===== src/rtl/hs_sync_pkg.sv =====
// hs_sync_pkg: shared types and helpers for the bundled-data synchronising
// receiver (and future transmit-side) blocks.
//   rx_state_t : receive-side handshake FSM states
//   ptr_w()    : FIFO pointer width, one extra wrap bit above the address
package hs_sync_pkg;

  typedef enum logic [0:0] {
    IDLE = 1'b0,
    ACK  = 1'b1
  } rx_state_t;

  // Address bits plus one wrap bit so full and empty can be told apart.
  function automatic int ptr_w(input int depth);
    return $clog2(depth) + 32'sd1;
  endfunction

endpackage


===== src/rtl/bitsync.sv =====
// bitsync: reset-to-0 flop chain for bringing an asynchronous level into
// the clk domain.
//   clk : destination clock
//   rst : asynchronous active-low reset, clears every stage
//   d   : asynchronous input level
//   q   : synchronised level, STAGES edges behind d
module bitsync #(
  parameter int STAGES = 2
) (
  input  logic clk,
  input  logic rst,
  input  logic d,
  output logic q
);

  logic [STAGES-1:0] sync_r;

  // Shift the raw input through the metastability chain.
  always_ff @(posedge clk or negedge rst) begin
    if (!rst) begin
      sync_r <= {STAGES{1'b0}};
    end else begin
      sync_r <= {sync_r[STAGES-2:0], d};
    end
  end

  assign q = sync_r[STAGES-1];

endmodule


===== src/rtl/hlatch_sync_rx.sv =====
// hlatch_sync_rx: clocked receiving end of a four-phase bundled-data
// channel. The request is synchronised, the bundled word is captured into
// a small FIFO, the acknowledge comes straight from a flop, and the words
// leave as a valid/ready stream.
//   clk     : sole clock
//   rst     : asynchronous active-low reset (drops a_i at once, flushes FIFO)
//   r_i     : four-phase request from the async sender
//   a_i     : acknowledge to the async sender, registered
//   d_i     : bundled data, stable around the request
//   valid_o : data_o holds a word
//   ready_i : consumer takes the word on valid_o && ready_i
//   data_o  : head-of-FIFO word
//   count_o : FIFO occupancy
module hlatch_sync_rx
  import hs_sync_pkg::*;
#(
  parameter int N           = 1,
  parameter int DEPTH       = 4,
  parameter int SYNC_STAGES = 2
) (
  input  logic                     clk,
  input  logic                     rst,
  input  logic                     r_i,
  output logic                     a_i,
  input  logic [N-1:0]             d_i,
  output logic                     valid_o,
  input  logic                     ready_i,
  output logic [N-1:0]             data_o,
  output logic [$clog2(DEPTH):0]   count_o
);

  localparam int PW = ptr_w(DEPTH);
  localparam int AW = PW - 1;
  localparam logic [PW-1:0] PTR_ONE = {{(PW-1){1'b0}}, 1'b1};

  logic            r_s;
  rx_state_t       state_r;
  rx_state_t       state_next_s;
  logic            push_s;
  logic            pop_s;
  logic            ack_next_s;
  logic            full_s;
  logic            a_r;
  logic            valid_r;
  logic            valid_next_s;
  logic [PW-1:0]   wr_ptr_r;
  logic [PW-1:0]   rd_ptr_r;
  logic [PW-1:0]   count_r;
  logic [PW-1:0]   count_next_s;
  logic [N-1:0]    mem_r [DEPTH];

  bitsync #(
    .STAGES (SYNC_STAGES)
  ) u_req_sync (
    .clk (clk),
    .rst (rst),
    .d   (r_i),
    .q   (r_s)
  );

  // Full uses the registered pointers only, so a same-cycle pop never
  // makes room for a push (no bypass path).
  assign full_s = (wr_ptr_r[PW-1] != rd_ptr_r[PW-1]) &&
                  (wr_ptr_r[AW-1:0] == rd_ptr_r[AW-1:0]);
  assign pop_s  = valid_r && ready_i;

  // Handshake FSM state register.
  always_ff @(posedge clk or negedge rst) begin
    if (!rst) begin
      state_r <= IDLE;
    end else begin
      state_r <= state_next_s;
    end
  end

  // Handshake FSM next-state: a request is only taken while there is room.
  always_comb begin
    state_next_s = state_r;
    case (state_r)
      IDLE: begin
        if (r_s && !full_s) begin
          state_next_s = ACK;
        end else begin
          state_next_s = IDLE;
        end
      end
      ACK: begin
        if (!r_s) begin
          state_next_s = IDLE;
        end else begin
          state_next_s = ACK;
        end
      end
      default: state_next_s = IDLE;
    endcase
  end

  // Handshake FSM outputs: write strobe and the next acknowledge level.
  always_comb begin
    push_s     = 1'b0;
    ack_next_s = 1'b0;
    case (state_r)
      IDLE: begin
        push_s     = r_s && !full_s;
        ack_next_s = r_s && !full_s;
      end
      ACK: begin
        push_s     = 1'b0;
        ack_next_s = r_s;
      end
      default: begin
        push_s     = 1'b0;
        ack_next_s = 1'b0;
      end
    endcase
  end

  // Occupancy update: push and pop together leave the count unchanged.
  always_comb begin
    count_next_s = count_r;
    case ({push_s, pop_s})
      2'b10:   count_next_s = count_r + PTR_ONE;
      2'b01:   count_next_s = count_r - PTR_ONE;
      default: count_next_s = count_r;
    endcase
    valid_next_s = (count_next_s != {PW{1'b0}});
  end

  // Acknowledge flop: the only driver of a_i, so it cannot glitch.
  always_ff @(posedge clk or negedge rst) begin
    if (!rst) begin
      a_r <= 1'b0;
    end else begin
      a_r <= ack_next_s;
    end
  end

  // FIFO pointers, occupancy and valid flag.
  always_ff @(posedge clk or negedge rst) begin
    if (!rst) begin
      wr_ptr_r <= {PW{1'b0}};
      rd_ptr_r <= {PW{1'b0}};
      count_r  <= {PW{1'b0}};
      valid_r  <= 1'b0;
    end else begin
      if (push_s) begin
        wr_ptr_r <= wr_ptr_r + PTR_ONE;
      end
      if (pop_s) begin
        rd_ptr_r <= rd_ptr_r + PTR_ONE;
      end
      count_r <= count_next_s;
      valid_r <= valid_next_s;
    end
  end

  // FIFO storage, no reset; d_i is sampled unsynchronised because the
  // bundled-data timing has it settled long before r_s rises.
  always_ff @(posedge clk) begin
    if (push_s) begin
      mem_r[wr_ptr_r[AW-1:0]] <= d_i;
    end
  end

  assign a_i     = a_r;
  assign valid_o = valid_r;
  assign count_o = count_r;
  assign data_o  = mem_r[rd_ptr_r[AW-1:0]];

endmodule


===== config.mk =====
export PLATFORM = sky130hd
export DESIGN_NAME = hlatch_sync_rx
export DESIGN_NICKNAME = d
export VERILOG_FILES = /design/src/rtl/hs_sync_pkg.sv /design/src/rtl/bitsync.sv /design/src/rtl/hlatch_sync_rx.sv
export SDC_FILE = /design/constraint.sdc
export NUM_CORES = 1
export LEC_CHECK = 0
export CORE_MARGIN = 5
export CORE_UTILIZATION = 40
export CTS_BUF_LIST = sky130_fd_sc_hd__clkbuf_8
export CTS_CLUSTER_DIAMETER = 60
export DETAILED_ROUTE_END_ITERATION = 6
export SYNTH_ARGS = -nofsm -noshare
export SYNTH_HDL_FRONTEND = slang
export SYNTH_HIERARCHICAL = 1
export SYNTH_SLANG_ARGS = --single-unit

===== constraint.sdc =====
create_clock -name clk -period 3.36 [get_ports clk]
set_input_delay 0.504 -clock clk [delete_from_list [all_inputs] [get_ports clk]]
set_output_delay 0.504 -clock clk [all_outputs]
set_load 0.02 [all_outputs]

==> results of run 1 <==
## cell usage after synthesis
cell type,count
a41oi_1,1
a311oi_1,1
fa_1,1
dfrtp_1,13
edfxtp_1,4
or3_1,1
a311oi_2,1
and2_1,3
a31oi_1,2
nand2b_1,1
and3_1,1
nor2_1,2
mux2_2,2
ha_1,6
xnor2_1,7
inv_1,7
o21ai_0,1
nand3_1,2
nor3_1,1
xor2_1,2
mux4_1,1
nand2_1,2
## cells in the final DEF (no fill, tap or decap), types with 2 or more instances in the layout
| cell | count |
|---|---|
| a31oi_1 | 2 |
| nor2_1 | 2 |
| inv_1 | 8 |
| clkbuf_8 | 3 |
| mux2_2 | 2 |
| edfxtp_1 | 4 |
| dfrtp_1 | 13 |
| clkdlybuf4s50_1 | 10 |
| ha_1 | 6 |
| nand2_1 | 2 |
| xnor2_1 | 7 |
| xor2_1 | 2 |
| and2_1 | 3 |
| nand3_1 | 2 |
## power by group through the flow
| stage | Clock (W) | Combinational (W) | Sequential [W] |
|---|---|---|---|
| after CTS | 0.000152 | 0.000427 | 0.000364 |
| final | 0.000146 | 0.000418 | 0.000363 |
| after global routing | 0.000166 | 0.000471 | 0.000375 |
| after detailed placement | 0 | 0.000423 | 0.000367 |
| after global placement | 0 | 0.000422 | 0.000364 |
| after floorplan | 0 | 0.000276 | 0.000382 |
## routing by layer
metal	global-route usage	routed length, um	vias to the layer above	share of wire
met2	0.157	567	7	0.46
li1	-	-	241	-
met5	0	0	-	0
met1	0.116	559	243	0.46
met4	0.0729	24	0	0.020
met3	0.0402	73	2	0.060
## path summary, 6_finish.rpt
path	start	to	slack [ns]
setup / recovery	rd_ptr_r[0]	valid_o	0.92
hold / removal	u_req_sync/sync_r[0]	u_req_sync/sync_r[1]	0.36
setup reg to reg	rd_ptr_r[0]	valid_o	0.92
hold reg to reg	u_req_sync/sync_r[0]	u_req_sync/sync_r[1]	0.36
max in group asynchronous	rst	wr_ptr_r[1]	2.38
min in group asynchronous	rst	valid_o	0.62
## logic make-up after synthesis
logic type,after synthesis,synth area share
fa+ha+maj,7,0.117
flops,17,0.549
xor+xnor,9,0.0971
mux,3,0.0601
simple gates,13,0.0832
compound gates,6,0.0616
buf+inv,7,0.0324
## metrics by stage
| step | total power, W | utilization | area, um2 |
|---|---|---|---|
| CTS | 0.000943 | 0.510 | 991 |
| global route | 0.00101 | 0.510 | 991 |
| floorplan | 0.000658 | - | 812 |
| global placement | 0.000786 | 0.487 | 946 |
| detailed placement | 0.000791 | 0.487 | 946 |
| finish | 0.000927 | 0.510 | 991 |
## worst register-to-register path: stages, from the launching register on
cell	delay, ns
dfrtp_1	0.45
xnor2_1	0.41
a31oi_1	0.26
inv_1	0.11
ha_1	0.21
fa_1	0.43
mux2_2	0.28
nor2_1	0.09
nand3_1	0.08
## state kept, by name, summed over array words and instances (netlist names)
register	flops
mem_r	4
count_o	3
rd_ptr_r	3
wr_ptr_r	3
u_req_sync/sync_r	2
a_i	1
valid_o	1
## cell type report
type	instances	area, um2	area share
multi-input combinational	38	340	0.343
tap	27	33.8	0.0341
clock buffer	3	41.3	0.0417
clock inverter	1	3.75	0.00379
sequential	17	445	0.449
inverter	7	26.3	0.0265
timing repair buffer	10	100	0.101
==> results.txt, run 1 <==
Slowest cell on crit path: dfrtp_1
Syn Area/Cell: 13.1 um2
Final setup violating endpoints: 0
Setup ws final: 0.924 ns
I/O pin count: 11
Max VDD drop: 0.000501 V
Seq pwr share: 0.391
Global Route Usage Sum: 0.103
Max-slew violations: 0
Antenna cells: 0
Area Growth Syn to Fin: 22.0%
Num rows: 16
CP Launch Type: flop
Worst path cell trace: xnor2_1, a31oi_1, inv_1, ha_1, fa_1, mux2_2, nor2_1, nand3_1
Mapped cell area: 812 um2
Total gr overflow: 0
RSZ-0062 raised after global routing: false
CTS tree: yes
Final hold vios: 0
Die width: 55.1 um
Yosys cell types: 22
Vias: 493
Routed wire per std cell: 11.9 um
Endpoint type of the worst setup path: flop
RePlAce Congestion: 0.752
H-tree levels: 1
Antenna Violating Nets Remaining: 0
Cell count of the worst reg-to-reg path: 8
Clock Latency Late Sink: 0.24 ns
Req. time, crit path: 3.48 ns
Max Cap Viol: 0
Top cells by area, synth: dfrtp_1 (40%), edfxtp_1 (15%), ha_1 (9.2%), xnor2_1 (7.6%), inv_1 (3.2%)
Worst Skew: 0.00204 ns
Setup bufs post-CTS: 0
Internal: 0.000574 W
Number of port buffers: 10
Pre-CTS WS: 0.938 ns
Clock transition at path regs: 0.06 ns
Sw frac: 0.381
Hold Path Stages: 0
Leak: 0.422 nW
Yosys warning total: 6
CTS Root Cell: clkbuf_8
Final period util: 0.725
Initial antenna violation count: 0
Max Freq: 411 MHz
Top cell type's share of synthesized area: 0.401
P_sw: 0.000353 W
Yosys top cell by area: dfrtp_1
Layout cells sized above 1: 0.0789
Setup TNS: 0 ns
Critical Path Stages: 8
Fill cells: 182
Die area: 0.00303 mm2
DRC violations left: 0
First-pass GRT wire length: 2.08 mm
Clock Path Buffers: 2
Total core area: 0.00194 mm2
Clock sink count: 17
Mapped Nets: 74
Least-Margin Pin Slew: 0.551 ns
Slew headroom: 0.632
Detailed Place HPWL: 943 um
Chip Height: 55.1 um
CP Max Fanout: 5
Hold Slack: 0.355 ns
Clock Power Share: 0.158
Synth Register Bits: 17
Status: finished, final reports clean
Hold Crit Class: reg2reg
Final net count: 89
Via density: 4.79
Placed Instances: 99
DR pass1 iterations: 2
Post-Synthesis Cells: 62
Post-synthesis sequential area ratio: 0.549
# hold bufs at CTS: 0
Routed WL: 1.22 mm
Top delay family on crit path: adder cells
Post-CTS resize count: 0
Comb power frac: 0.451
Crit path DAT: 2.56 ns
Min cycle time layout: 2.44 ns
WP buf/inv: 1
Initial drt markers: 2
Power per cell area: 936 mW/mm2
CP peak stage delay: 0.45 ns
Setup Crit Path Kind: reg2reg
Vias in the first global route: 480
Final non-filler cell total: 103
Total CTS buffers: 3
Largest net degree at the start of global routing: 14
Initial Utilization: 0.418
Note: power is estimated with default switching activity, not from simulation.
==> run 2: changes to the inputs <==
==> constraint.sdc (replaced) <==
create_clock -name clk -period 2.1 [get_ports clk]
set_input_delay 0.315 -clock clk [delete_from_list [all_inputs] [get_ports clk]]
set_output_delay 0.315 -clock clk [all_outputs]
set_load 0.02 [all_outputs]
==> results.txt, run 2 (synthesized netlist as in run 1, its figures left out) <==
Slowest cell on crit path: dfrtp_1
Max Freq: 489 MHz
Num rows: 16
Initial drt markers: 5
Layout cells sized above 1: 0.295
Max reg flops: 4
Routed WL: 1.54 mm
Clock transition at path regs: 0.07 ns
Final net count: 101
Power per cell area: 1600 mW/mm2
DR pass1 iterations: 4
Routed wire per std cell: 13.4 um
Max VDD drop: 0.000984 V
H-tree levels: 1
Crit path DAT: 2.17 ns
Setup ws final: 0.0544 ns
Antenna cells: 0
Via density: 4.59
Final period util: 0.974
Initial Utilization: 0.418
Fill cells: 166
RePlAce Congestion: 0.765
Metal2 WL: 723 um
Final core occ: 0.585
Detailed Place HPWL: 1.13 mm
Clock sink count: 17
Met1 wire length: 764 um
Chip Height: 55.1 um
RSZ-0062 raised after global routing: true
Max-slew violations: 0
Vias in the first global route: 555
Vias: 528
Least-Margin Pin Slew: 0.580 ns
Die area: 0.00303 mm2
Setup Crit Path Kind: reg2reg
Total gr overflow: 0
Max Cap Viol: 0
CP peak stage delay: 0.41 ns
Initial antenna violation count: 0
Area Growth Syn to Fin: 39.9%
Total core area: 0.00194 mm2
Top delay family on crit path: adder cells
Global Route Usage Sum: 0.125
CTS Root Cell: clkbuf_8
Largest net degree at the start of global routing: 14
Clock Latency Late Sink: 0.25 ns
Number of port buffers: 10
Worst R2R Setup Slack: 0.05 ns
Status: finished, final reports clean
Met3 WL: 40 um
Pre-CTS WS: -0.0328 ns
Clock Path Buffers: 2
Worst Skew: 0.00109 ns
Most common cell after layout, fill and taps aside: dfrtp_1
DRC violations left: 0
First-pass GRT wire length: 2.52 mm
I/O pin count: 11
Antenna Violating Nets Remaining: 0
Worst path cell trace: xor2_2, a31oi_2, inv_1, ha_4, fa_2, mux2_4, nor2_4, nand3_1
Die width: 55.1 um
Final hold vios: 0
Total CTS buffers: 3
CTS tree: yes
CP Launch Type: flop
Endpoint type of the worst setup path: flop
Top Layer Used: met4
Leak: 0.498 nW
WP buf/inv: 1
# hold bufs at CTS: 0
Final setup violating endpoints: 0
Slew headroom: 0.612
CP Max Fanout: 2
Hold Crit Class: reg2reg
Most frequent cells in the layout: dfrtp_1 (13), buf_4 (12), clkdlybuf4s50_1 (9), inv_1 (7), xnor2_1 (6)
Min cycle time layout: 2.05 ns
Req. time, crit path: 2.22 ns
## run 2: cell types whose count changed in the layout (fill, tap and decap cells not counted), sizes merged
cell | previous run | this run
buf | 0 | 12
clkdlybuf4s50 | 10 | 9
clkinv | 0 | 1
dlygate4sd2 | 0 | 1
inv | 8 | 7
## run 2: final timing paths
kind                                            from              endpoint  depth (start not counted)
worst min-delay path            u_req_sync/sync_r[0]  u_req_sync/sync_r[1]                          0
worst max-delay path                     wr_ptr_r[2]               valid_o                          8
worst max register to register           wr_ptr_r[2]               valid_o                          8
min in group asynchronous                        rst            count_o[2]                          1
max in group asynchronous                        rst                   a_i                          1
worst min register to register  u_req_sync/sync_r[0]  u_req_sync/sync_r[1]                          0
## run 2: worst reg2reg max path, stage by stage, from the launching register on
cell     delay, ns
dfrtp_1       0.41
xor2_2        0.20
a31oi_2       0.20
inv_1         0.09
ha_4          0.17
fa_2          0.39
mux2_4        0.30
nor2_4        0.08
nand3_1       0.08
## run 2: layer usage
metal	track usage	up-vias
met4	0.0486	0
met5	0	-
li1	-	266
met3	0.0402	2
met1	0.164	251
met2	0.191	9
## run 2: per-stage QoR
step | TNS, ns | hold WS (ns) | std cells | total power [W] | instance area [um2]
finish | 0 | 0.385 | 115 | 0.00182 | 1140
global route | -0.0748 | 0.393 | 115 | 0.00198 | 1140
CTS | 0 | 0.393 | 112 | 0.00172 | 1080
detailed placement | -0.0328 | 0.358 | 107 | 0.00147 | 1030
global placement | -0.0232 | 0.335 | 107 | 0.00145 | 1030
floorplan | 0 | 0.0194 | 62 | 0.00109 | 836
## run 2: what timing repair did
action / in CTS / in global routing
setup buffers: 1 / 3
endpoints found under the setup margin: 2 / 2
resized for setup: 1 / 6
pin swaps: 0 / 3
## run 2: power breakdown
part | switching (W) | internal, W
Sequential | 0.000103 | 0.000458
Clock | 0.000109 | 0.000131
Combinational | 0.000476 | 0.000545
Total | 0.000687 | 0.00113
## run 2: layout make-up
class | count | area [um2] | area share
multi-input combinational | 38 | 395 | 0.348
sequential | 17 | 445 | 0.392
clock inverter | 1 | 5.00 | 0.00441
inverter | 7 | 26.3 | 0.0231
timing repair buffer | 22 | 189 | 0.166
tap | 27 | 33.8 | 0.0297
clock buffer | 3 | 41.3 | 0.0363
==> run 3: changes to the inputs <==
--- a/config.mk
+++ b/config.mk
@@ -5,11 +5,12 @@
 export SDC_FILE = /design/constraint.sdc
 export NUM_CORES = 1
 export LEC_CHECK = 0
-export CORE_MARGIN = 5
-export CORE_UTILIZATION = 40
+export CORE_MARGIN = 3
+export CORE_UTILIZATION = 50
 export CTS_BUF_LIST = sky130_fd_sc_hd__clkbuf_8
 export CTS_CLUSTER_DIAMETER = 60
 export DETAILED_ROUTE_END_ITERATION = 6
+export PLACE_DENSITY = 0.77
 export SYNTH_ARGS = -nofsm -noshare
 export SYNTH_HDL_FRONTEND = slang
 export SYNTH_HIERARCHICAL = 1
==> results.txt, run 3 (synthesized netlist as in run 1, its figures left out) <==
Max Freq: 465 MHz
Total core area: 0.00142 mm2
Final core occ: 0.813
Routed wire per std cell: 17.4 um
# hold bufs at CTS: 0
Largest net degree at the start of global routing: 14
Max Cap Viol: 0
Post-Place Cell Area: 0.00102 mm2
Number of port buffers: 10
Status: finished, violations left
Final setup violating endpoints: 2
Pre-CTS WS: -0.0162 ns
Clock Latency Late Sink: 0.25 ns
R2R Path End: valid_o
Hold Slack: 0.364 ns
Setup ws final: -0.0498 ns
Antenna Violating Nets Remaining: 0
Initial antenna violation count: 0
Cell count of the worst reg-to-reg path: 8
Power per cell area: 1670 mW/mm2
CTS tree: yes
Via density: 5.39
Layout cells sized above 1: 0.344
Req. time, crit path: 2.22 ns
Detailed Place HPWL: 1.23 mm
Max VDD drop: 0.00102 V
Initial drt markers: 6
Vias in the first global route: 593
Num rows: 13
Critical Path End: valid_o
Endpoint type of the worst setup path: flop
RePlAce Congestion: 0.784
Clock Path Buffers: 2
Max-slew violations: 0
Die width: 46.3 um
Clock sink count: 17
Finished Cell Area: 0.00115 mm2
Fill cells: 75
Worst Skew: 0.00240 ns
Die area: 0.00214 mm2
CP Launch Type: flop
DR pass1 iterations: 4
DRC violations left: 0
CP Launch Point: wr_ptr_r[2]
Final period util: 1.02
Most common cell after layout, fill and taps aside: buf_4
Chip Height: 46.3 um
CTS Root Cell: clkbuf_8
Crit path DAT: 2.27 ns
Routed WL: 1.82 mm
Total CTS buffers: 3
H-tree levels: 1
Max reg flops: 4
Area Growth Syn to Fin: 41.8%
CP Max Fanout: 2
First-pass GRT wire length: 2.67 mm
Final net count: 103
I/O pin count: 11
Setup Crit Path Kind: reg2reg
Global Route Usage Sum: 0.194
Initial Utilization: 0.574
Least-Margin Pin Slew: 0.618 ns
Hold Crit Class: reg2reg
Total gr overflow: 0
Most frequent cells in the layout: buf_4 (14), dfrtp_1 (13), clkdlybuf4s50_1 (9), inv_1 (8), ha_1 (5)
Min cycle time layout: 2.15 ns
Worst R2R Setup Slack: -0.05 ns
Slew headroom: 0.587
Leak: 0.517 nW
Antenna cells: 0
Setup TNS: -0.0834 ns
FF-to-FF Start: wr_ptr_r[2]
Clock transition at path regs: 0.07 ns
Final hold vios: 0
RSZ-0062 raised after global routing: true
Failing checks: setup timing
Vias: 566
-- run 3: worst min path at each step --
stage	depth (start not counted)	start	slack, ns	end
3_3_place_gp	0	u_req_sync/sync_r[0]	0.34	u_req_sync/sync_r[1]
6_report	0	u_req_sync/sync_r[0]	0.36	u_req_sync/sync_r[1]
4_1_cts	0	u_req_sync/sync_r[0]	0.37	u_req_sync/sync_r[1]
3_5_place_dp	0	u_req_sync/sync_r[0]	0.35	u_req_sync/sync_r[1]
5_1_grt	0	u_req_sync/sync_r[0]	0.39	u_req_sync/sync_r[1]
2_1_floorplan	0	rst	0.02	a_i
-- run 3: what timing repair did --
action / 4_1_cts / 5_1_grt
setup buffers: 1 / 4
endpoints found under the setup margin: 2 / 2
pin swaps: 1 / 6
gates resized for setup: 1 / 8
-- run 3: per-stage QoR --
stage | total power, W | cells
floorplan | 0.00109 | 62
global placement | 0.00145 | 96
detailed placement | 0.00150 | 96
CTS | 0.00174 | 101
global route | 0.00204 | 105
finish | 0.00192 | 105
-- run 3: cell type report --
cell class              instances  area (um2)  area share
flip-flops and latches         17         445       0.387
multi-input cells              38         412       0.358
repair buffers                 24         204       0.177
clock buffers                   3        41.3      0.0359
inverters                       7        26.3      0.0228
well taps                      15        18.8      0.0163
clock inverters                 1        3.75     0.00326
-- run 3: power by group --
| part | total (W) | switching [W] | internal [W] |
|---|---|---|---|
| clock network | 0.000240 | 0.000110 | 0.000130 |
| logic | 0.00111 | 0.000529 | 0.000577 |
| registers | 0.000572 | 0.000114 | 0.000458 |
-- run 3: critical path, stage by stage, from the launching register on --
cell	delay, ns
dfrtp_1	0.41
xor2_2	0.20
a31oi_2	0.19
inv_1	0.09
ha_4	0.17
fa_2	0.36
xnor2_2	0.16
o21ai_0	0.33
nand3_2	0.10
-- run 3: layer usage --
layer / up-vias / part of all wire / global-route usage
li1: 267 / - / -
met1: 272 / 0.41 / 0.218
met2: 21 / 0.52 / 0.319
met3: 6 / 0.043 / 0.0469
met4: 0 / 0.027 / 0.136
met5: - / 0 / 0
